===== src/rtl/mem_arb_pkg.sv =====
// Shared types for the unified memory port arbiter: FSM state encoding and the
// select values that the datapath address/write-data muxes decode.
package mem_arb_pkg;

  typedef enum logic [1:0] {
    IDLE    = 2'd0,
    IF_BUSY = 2'd1,
    D_BUSY  = 2'd2
  } arb_state_e;

  localparam logic SEL_IF = 1'b0;
  localparam logic SEL_D  = 1'b1;

endpackage


===== src/rtl/mem_arb_timer.sv =====
// Access watchdog: counts busy cycles without mem_ready and flags the cycle in
// which the count reaches TIMEOUT. Clear has priority over enable.
module mem_arb_timer #(
  parameter int unsigned TIMEOUT = 255
) (
  input  logic clk,
  input  logic rst_n,
  input  logic clear,
  input  logic enable,
  output logic expired
);

  localparam int unsigned W = $clog2(TIMEOUT + 1);

  logic [W-1:0] cnt_q, cnt_d;

  always_ff @(posedge clk or negedge rst_n) begin
    if (!rst_n) cnt_q <= '0;
    else        cnt_q <= cnt_d;
  end

  always_comb begin
    cnt_d = cnt_q;
    if (clear)       cnt_d = '0;
    else if (enable) cnt_d = cnt_q + W'(1);
  end

  // Expiry is the cycle whose increment would bring the count to TIMEOUT.
  assign expired = enable && (cnt_q == W'(TIMEOUT - 1));

endmodule


===== src/rtl/mem_port_arbiter.sv =====
// Fixed-priority (D > IF) sequencer for the single-ported unified memory, one access in flight.
// Optional access watchdog under `MEMARB_TIMEOUT_EN`; without it err is tied low.
module mem_port_arbiter
  import mem_arb_pkg::*;
#(
  parameter int unsigned TIMEOUT = 255
) (
  input  logic clk,
  input  logic rst_n,
  input  logic if_req,
  input  logic d_req,
  input  logic d_we,
  input  logic mem_ready,
  output logic sel,
  output logic mem_req,
  output logic mem_we,
  output logic if_done,
  output logic d_done,
  output logic if_stall,
  output logic d_stall,
  output logic err
);

  if (TIMEOUT == 0) begin : g_bad_timeout
    $error("mem_port_arbiter: TIMEOUT must be at least 1");
  end

  arb_state_e state_q, state_d;
  logic       sel_q, sel_d;
  logic       mem_we_q, mem_we_d;
  logic       mem_req_q, mem_req_d;
  logic       busy, done_fire, tmo_expired;

  assign busy      = (state_q != IDLE);
  assign done_fire = busy && (mem_ready || tmo_expired);

`ifdef MEMARB_TIMEOUT_EN
  mem_arb_timer #(.TIMEOUT(TIMEOUT)) u_timer (
    .clk     (clk),
    .rst_n   (rst_n),
    .clear   (!busy || done_fire),
    .enable  (busy && !mem_ready),
    .expired (tmo_expired)
  );
`else
  assign tmo_expired = 1'b0;
`endif

  always_ff @(posedge clk or negedge rst_n) begin
    if (!rst_n) begin
      state_q   <= IDLE;
      sel_q     <= SEL_IF;
      mem_we_q  <= 1'b0;
      mem_req_q <= 1'b0;
    end else begin
      state_q   <= state_d;
      sel_q     <= sel_d;
      mem_we_q  <= mem_we_d;
      mem_req_q <= mem_req_d;
    end
  end

  // On completion only the other requester may be granted directly; a repeat
  // request from the one just served has to pass through IDLE first.
  always_comb begin
    state_d   = state_q;
    sel_d     = sel_q;
    mem_we_d  = mem_we_q;
    mem_req_d = mem_req_q;
    case (state_q)
      IDLE: begin
        if (d_req) begin
          state_d = D_BUSY;  sel_d = SEL_D;  mem_we_d = d_we; mem_req_d = 1'b1;
        end else if (if_req) begin
          state_d = IF_BUSY; sel_d = SEL_IF; mem_we_d = 1'b0; mem_req_d = 1'b1;
        end
      end
      IF_BUSY: begin
        if (done_fire) begin
          if (d_req) begin
            state_d = D_BUSY; sel_d = SEL_D;  mem_we_d = d_we; mem_req_d = 1'b1;
          end else begin
            state_d = IDLE;   sel_d = SEL_IF; mem_we_d = 1'b0; mem_req_d = 1'b0;
          end
        end
      end
      D_BUSY: begin
        if (done_fire) begin
          if (if_req) begin
            state_d = IF_BUSY; sel_d = SEL_IF; mem_we_d = 1'b0; mem_req_d = 1'b1;
          end else begin
            state_d = IDLE;    sel_d = SEL_IF; mem_we_d = 1'b0; mem_req_d = 1'b0;
          end
        end
      end
      default: begin
        state_d = IDLE; sel_d = SEL_IF; mem_we_d = 1'b0; mem_req_d = 1'b0;
      end
    endcase
  end

  always_comb begin
    if_done  = (state_q == IF_BUSY) && done_fire;
    d_done   = (state_q == D_BUSY)  && done_fire;
    err      = busy && tmo_expired && !mem_ready;
    if_stall = rst_n && if_req && !if_done;
    d_stall  = rst_n && d_req  && !d_done;
  end

  assign sel     = sel_q;
  assign mem_req = mem_req_q;
  assign mem_we  = mem_we_q;

endmodule


===== config.mk =====
export PLATFORM = sky130hd
export DESIGN_NAME = mem_port_arbiter
export DESIGN_NICKNAME = d
export VERILOG_FILES = /design/src/rtl/mem_arb_pkg.sv /design/src/rtl/mem_arb_timer.sv /design/src/rtl/mem_port_arbiter.sv
export SDC_FILE = /design/constraint.sdc
export NUM_CORES = 1
export LEC_CHECK = 0
export ABC_AREA = 1
export ABC_CLOCK_PERIOD_IN_PS = 1230
export CORE_AREA = 4 4 41 43
export CTS_BUF_LIST = sky130_fd_sc_hd__clkbuf_8 sky130_fd_sc_hd__clkbuf_16
export DETAILED_ROUTE_END_ITERATION = 10
export DIE_AREA = 0 0 45 47
export SYNTH_ARGS = -nofsm -noshare
export SYNTH_HDL_FRONTEND = slang
export SYNTH_SLANG_ARGS = --single-unit

===== constraint.sdc =====
create_clock -name clk -period 1.23 [get_ports clk]
set_clock_uncertainty 0.05 [all_clocks]
set_input_delay 0.1845 -clock clk [delete_from_list [all_inputs] [get_ports clk]]
set_output_delay 0.1845 -clock clk [all_outputs]
set_load 0.005 [all_outputs]

==> summary.md, run 1 <==
| Metric | Value |
|---|---|
| CP Capture Type | `output pin` |
| Failing checks | `negative setup slack` |
| DRC Markers | `0` |
| Routability Congestion | `0.784` |
| Seq pwr share | `16.3%` |
| Fillers | `127` |
| Crit path required time | `1.00 ns` |
| Min Hold Slack | `0.00800 ns` |
| Sequential-to-total area share from yosys stat | `33.3%` |
| Inserted Diodes | `0` |
| LEAKAGE | `0.355 nW` |
| WP depth | `6` |
| Yosys warning count | `0` |
| FP Rows | `13` |
| Setup crit end | `if_stall` |
| Die Footprint | `2120 um^2` |
| Antenna violations before repair | `0` |
| First-pass GRT wire length | `1440 um` |
| Internal power | `0.893 mW` |
| Clk_lat worst skew | `0.21 ns` |
| Setup slack, reg-to-reg | `-0.04 ns` |
| Setup ws final | `-0.141 ns` |
| Worst reg2reg path endpoint | `state_q[0]` |
| Total CTS buffers | `3` |
| Final Setup Violations | `5` |
| Clock period minus worst slack | `1.37 ns` |
| Reg-to-reg startpoint | `sel` |
| Delay-heaviest family, CP | `flip-flops` |
| Mapped Nets | `53` |
| Core area | `1300 um^2` |
| CTS tree | `done` |
| Clk pwr share | `18.3%` |
| Nets | `82` |
| Clock sinks | `4` |
| DRC marker count from the first detailed-route iteration | `3` |
| Buffer and inverter count on the worst path | `3` |
| H-tree Lvls | `1` |
| Die Wd | `45 um` |
| Flops & latches, synth | `4` |
| Maximum vdd drop | `1.05 mV` |
| RSZ-0062 raised after global routing | `true` |
| DRT antenna net count | `0` |
| Vias | `381` |
| Max FO, Critical Path | `3` |
| Post-Syn Area | `300 um^2` |
| Net Sw Frac | `39.6%` |
| Worst Hold Class | `primary input to asynchronous set/reset pin` |
| Starting Density | `23.1%` |
| WP data arrival | `1.14 ns` |
| Synth cell types | `14` |
| Hold Buf Count CTS | `0` |
| Most common cell after layout, fill and taps aside | `nand2_1` |
| Max Freq | `730 MHz` |
| Port buffer count | `12` |
| DRT Wirelength | `995 um` |
| Final-report max-slew violation count | `0` |
| Grt total ovfl | `0` |
| Multi-input gate area | `220 um^2` |
| I/O pin count | `14` |
| Status | `complete, but fails checks` |
| Power Density | `2320 nW/um^2` |
| Most frequent cells in the layout | `11 x nand2_1, 8 x buf_4, 6 x inv_1` |
| DP Wirelength | `644 um` |
| Vias in the first global route | `360` |
| Total GRT Usage | `9.60%` |
| Crit. Startpoint | `sel` |
| Vias per inst | `4.28` |
| Peak per-stage delay on the critical path | `0.42 ns` |
| Tcrit/Tclk final | `111%` |
| Clock root cell | `clkbuf_8` |
| Mean Syn Cell Area | `6.39 um^2` |
| CP max stage cell | `dfrtp_1` |
| Share of post-route cells with drive strength above 1 | `50.0%` |
| Max_cap viols | `0` |
| Clock buffer depth | `2` |
| Cells along the critical path | `buf_6, nor2_4, nand2_2, nand3_2, inv_1, buf_2` |
| Kind of critical path | `flop to output pin` |
| Die Y | `47 um` |
| Final Hold Fails | `0` |
| Comb power frac | `65.4%` |
| Setup TNS | `-0.359 ns` |
| Pre-antenna DRT Iters | `4` |
| Psw | `0.585 mW` |
| Routed length per instance | `11.2 um` |
| Register area | `100 um^2` |
| Largest net degree at the start of global routing | `6` |
| Syn-to-layout area delta | `113%` |
| Synth Instances | `47` |
| Startpoint types | `flop` |
| Worst r2r path cells | `8` |
| Clock transition at the registers of the reported paths | `0.03 ns` |
-- routing by layer --
layer / global-route usage [%] / vias up / share of wire (%)
met5: 0 / - / 0
met4: 5.26 / 0 / 0.80
met3: 1.53 / 2 / 3.0
met2: 18.4 / 6 / 60
met1: 9.89 / 175 / 36
li1: - / 198 / -
-- worst min path at each step --
| stage | startpoint | end | slack, ns | cells after the start |
|---|---|---|---|---|
| floorplan | rst_n | mem_req | -0.16 | 0 |
| global placement | mem_we | mem_we | 0.42 | 2 |
| detailed placement | mem_we | mem_we | 0.43 | 2 |
| CTS | rst_n | sel | 0.01 | 2 |
| global route | rst_n | sel | 0.06 | 2 |
| finish | rst_n | mem_we | 0.008 | 2 |
-- power by group through the flow --
stage / clock network [mW] / registers [mW] / logic (mW)
after floorplan: 0 / 0.250 / 0.281
after global routing: 0.280 / 0.244 / 1.04
after detailed placement: 0 / 0.228 / 0.615
after CTS: 0.278 / 0.235 / 0.790
final: 0.271 / 0.241 / 0.967
after global placement: 0 / 0.224 / 0.608
-- area by class of cell --
class / count / area share, %
sequential: 4 / 15.7
tap: 15 / 2.94
clock buffer: 3 / 6.47
multi-input combinational: 33 / 34.5
inverter: 9 / 6.47
timing repair buffer: 25 / 33.9
-- cell families after synthesis --
group	Yosys count	share of synthesized area (%)
other	1	1.25
buffers and inverters	10	13.8
flip-flops	4	33.3
AO/OA/AOI/OAI	2	4.17
AND/OR/NAND/NOR	30	47.5
-- state kept, by name (all words and copies together) (netlist names) --
signal	flops
mem_req	1
mem_we	1
sel	1
state_q	1
-- synth_stat cells --
master,number,area (um^2)
inv_2,1,3.75
nand2_4,1,11.3
nand3_2,1,10.0
nand3_1,7,35.0
conb_1,1,3.75
nand2_1,14,52.6
nand2_2,1,6.26
inv_1,8,30.0
buf_4,1,7.51
o21ai_0,1,5.00
o31ai_1,1,7.51
nor2_2,2,12.5
dfrtp_1,4,100
nor2_1,4,15.0
-- worst register-to-register path, cell delays in order (launching register included) --
cell and delay, ns:
dfrtp_1 0.42, buf_6 0.15, buf_8 0.13, nand2_4 0.09
nand2_2 0.05, nor2_2 0.09, nor2_2 0.05, nand2_1 0.05
nand2_1 0.06
-- through the flow --
stage          area, um^2  instances  power (mW)  utilization, %  setup WS (ns)
2_1_floorplan         300         47       0.531               -          0.194
3_5_place_dp          492         81       0.842            37.8         -0.372
4_1_cts               589         89        1.30            45.3         -0.122
5_1_grt               638         89        1.56            49.0         -0.178
3_3_place_gp          492         81       0.833            37.8         -0.357
6_report              638         89        1.48            49.0         -0.141
-- what timing repair did --
action / in CTS / in global routing
cloned: 0 / 0
gates resized for setup: 39 / 13
buffers inserted: 5 / 1
endpoints found under the setup margin: 7 / 9
hold endpoints to repair: 0 / 0
pin swaps: 5 / 6
No activity file was read; power rests on OpenSTA's default activity.
==> run 2: changes to the inputs <==
--- a/config.mk
+++ b/config.mk
@@ -11,6 +11,7 @@
 export CTS_BUF_LIST = sky130_fd_sc_hd__clkbuf_8 sky130_fd_sc_hd__clkbuf_16
 export DETAILED_ROUTE_END_ITERATION = 10
 export DIE_AREA = 0 0 45 47
+export MAX_ROUTING_LAYER = met4
 export SYNTH_ARGS = -nofsm -noshare
 export SYNTH_HDL_FRONTEND = slang
 export SYNTH_SLANG_ARGS = --single-unit
==> run 2 against run 1 <==
  * The run still ends with negative setup slack left
  * Count of clock-buffer cells in the layout unchanged
  * Register-to-register slack about the same
  * Via count increased by 2.1%
  * Routed wire length is 1.7% lower
  * Critical path depth stayed put
  * Combinational power down 0.4%
  * Clock power is essentially flat
  * Sequential share of layout area did not move
  * Final cell count stayed put
  * Largest cell class unchanged
==> summary.md, run 2 (synthesis gave the netlist of run 1 again) <==
| Metric | Value |
|---|---|
| Status | `complete, but fails checks` |
| Failing checks | `negative setup slack` |
| DRT Wirelength | `978 um` |
| Total CTS buffers | `3` |
| Share of post-route cells with drive strength above 1 | `50.0%` |
| Final Hold Fails | `0` |
| DP Wirelength | `644 um` |
| WP data arrival | `1.13 ns` |
| Power Density | `2310 nW/um^2` |
| I/O pin count | `14` |
| Setup ws final | `-0.133 ns` |
| Worst reg2reg path endpoint | `state_q[0]` |
| Clock sinks | `4` |
| Clk pwr share | `18.4%` |
| Min Hold Slack | `0.00745 ns` |
| Final Setup Violations | `5` |
| Max Freq | `734 MHz` |
| Setup slack, reg-to-reg | `-0.04 ns` |
| Routed length per instance | `11.0 um` |
| Pre-antenna DRT Iters | `4` |
| Fillers | `127` |
| Inserted Diodes | `0` |
| RSZ-0062 raised after global routing | `true` |
| Largest net degree at the start of global routing | `6` |
| Routability Congestion | `0.795` |
| Antenna violations before repair | `0` |
| Vias | `389` |
| Vias in the first global route | `359` |
| Max FO, Critical Path | `3` |
| Max_cap viols | `0` |
| Crit. Startpoint | `sel` |
| DRC Markers | `0` |
| DRT antenna net count | `0` |
| Internal power | `0.893 mW` |
| Die Y | `47 um` |
| CTS tree | `done` |
| Core area | `1300 um^2` |
| Worst Hold Class | `primary input to asynchronous set/reset pin` |
| Die Footprint | `2120 um^2` |
| Clock transition at the registers of the reported paths | `0.03 ns` |
| Die Wd | `45 um` |
| Design Power | `1.47 mW` |
| FP Rows | `13` |
| Setup Slack @ Placement | `-0.372 ns` |
| Final-report max-slew violation count | `0` |
| Setup TNS | `-0.321 ns` |
| Most frequent cells in the layout | `11 x nand2_1, 8 x buf_4, 6 x inv_1` |
| LEAKAGE | `0.355 nW` |
| CP Capture Type | `output pin` |
| Seq pwr share | `16.2%` |
| Grt total ovfl | `0` |
| Starting Density | `23.1%` |
| Vias per inst | `4.37` |
| Startpoint types | `flop` |
| Maximum vdd drop | `1.05 mV` |
| First-pass GRT wire length | `1440 um` |
| Nets | `82` |
| Setup crit end | `if_stall` |
| Reg-to-reg startpoint | `sel` |
| Worst r2r path cells | `8` |
| H-tree Lvls | `1` |
| Psw | `0.580 mW` |
| Most common cell after layout, fill and taps aside | `nand2_1` |
| Kind of critical path | `flop to output pin` |
| Tcrit/Tclk final | `111%` |
| Crit path required time | `1.00 ns` |
| Clock period minus worst slack | `1.36 ns` |
| Comb power frac | `65.4%` |
| Syn-to-layout area delta | `113%` |
| DRC marker count from the first detailed-route iteration | `7` |
| Clk_lat worst skew | `0.21 ns` |
| Total GRT Usage | `9.91%` |
| Port buffer count | `12` |
| Clock buffer depth | `2` |
| Hold Buf Count CTS | `0` |
| Clock root cell | `clkbuf_8` |
| Net Sw Frac | `39.4%` |
## run 2: cell counts in the layout (fill, tap and decap cells not counted)
Identical to the previous run, type by type.
## run 2: critical path, cell delays in order (launching register included)
cell	delay (ns)
dfrtp_1	0.42
buf_6	0.14
nor2_4	0.08
nand2_2	0.07
nand3_2	0.06
inv_1	0.03
buf_2	0.11
## run 2: per-stage QoR
| stage | cell area, um^2 | std cells | util, % |
|---|---|---|---|
| after floorplan | 300 | 47 | - |
| after global placement | 492 | 81 | 37.8 |
| after detailed placement | 492 | 81 | 37.8 |
| after CTS | 589 | 89 | 45.3 |
| after global routing | 638 | 89 | 49.0 |
| final | 638 | 89 | 49.0 |
## run 2: final cells by class
class	count	area (um^2)	share of cell area (%)
multi-input combinational	33	220	34.5
timing repair buffer	25	216	33.9
tap	15	18.8	2.94
inverter	9	41.3	6.47
sequential	4	100	15.7
clock buffer	3	41.3	6.47
## run 2: what timing repair did
action,in CTS,in global routing
pin swaps,5,6
setup buffers,5,1
endpoints found under the setup margin,7,9
gates resized for setup,39,13
## run 2: how the worst min path moves through the flow
stage	start	to	cells after the start
3_3_place_gp	mem_we	mem_we	2
5_1_grt	rst_n	sel	2
4_1_cts	rst_n	sel	2
6_report	rst_n	mem_we	2
3_5_place_dp	mem_we	mem_we	2
2_1_floorplan	rst_n	mem_req	0
## run 2: power by group through the flow
stage | Sequential (mW) | Combinational [mW] | Clock, mW
final | 0.239 | 0.963 | 0.271
after global routing | 0.244 | 1.04 | 0.280
after CTS | 0.235 | 0.790 | 0.278
after detailed placement | 0.228 | 0.615 | 0
after global placement | 0.224 | 0.608 | 0
after floorplan | 0.250 | 0.281 | 0
## run 2: layer usage
| metal | global-route usage (%) | routed length, um | vias to the layer above |
|---|---|---|---|
| li1 | - | - | 199 |
| met5 | - | 0 | - |
| met4 | 5.26 | 8 | 0 |
| met3 | 1.53 | 45 | 2 |
| met2 | 18.4 | 594 | 10 |
| met1 | 9.89 | 330 | 178 |
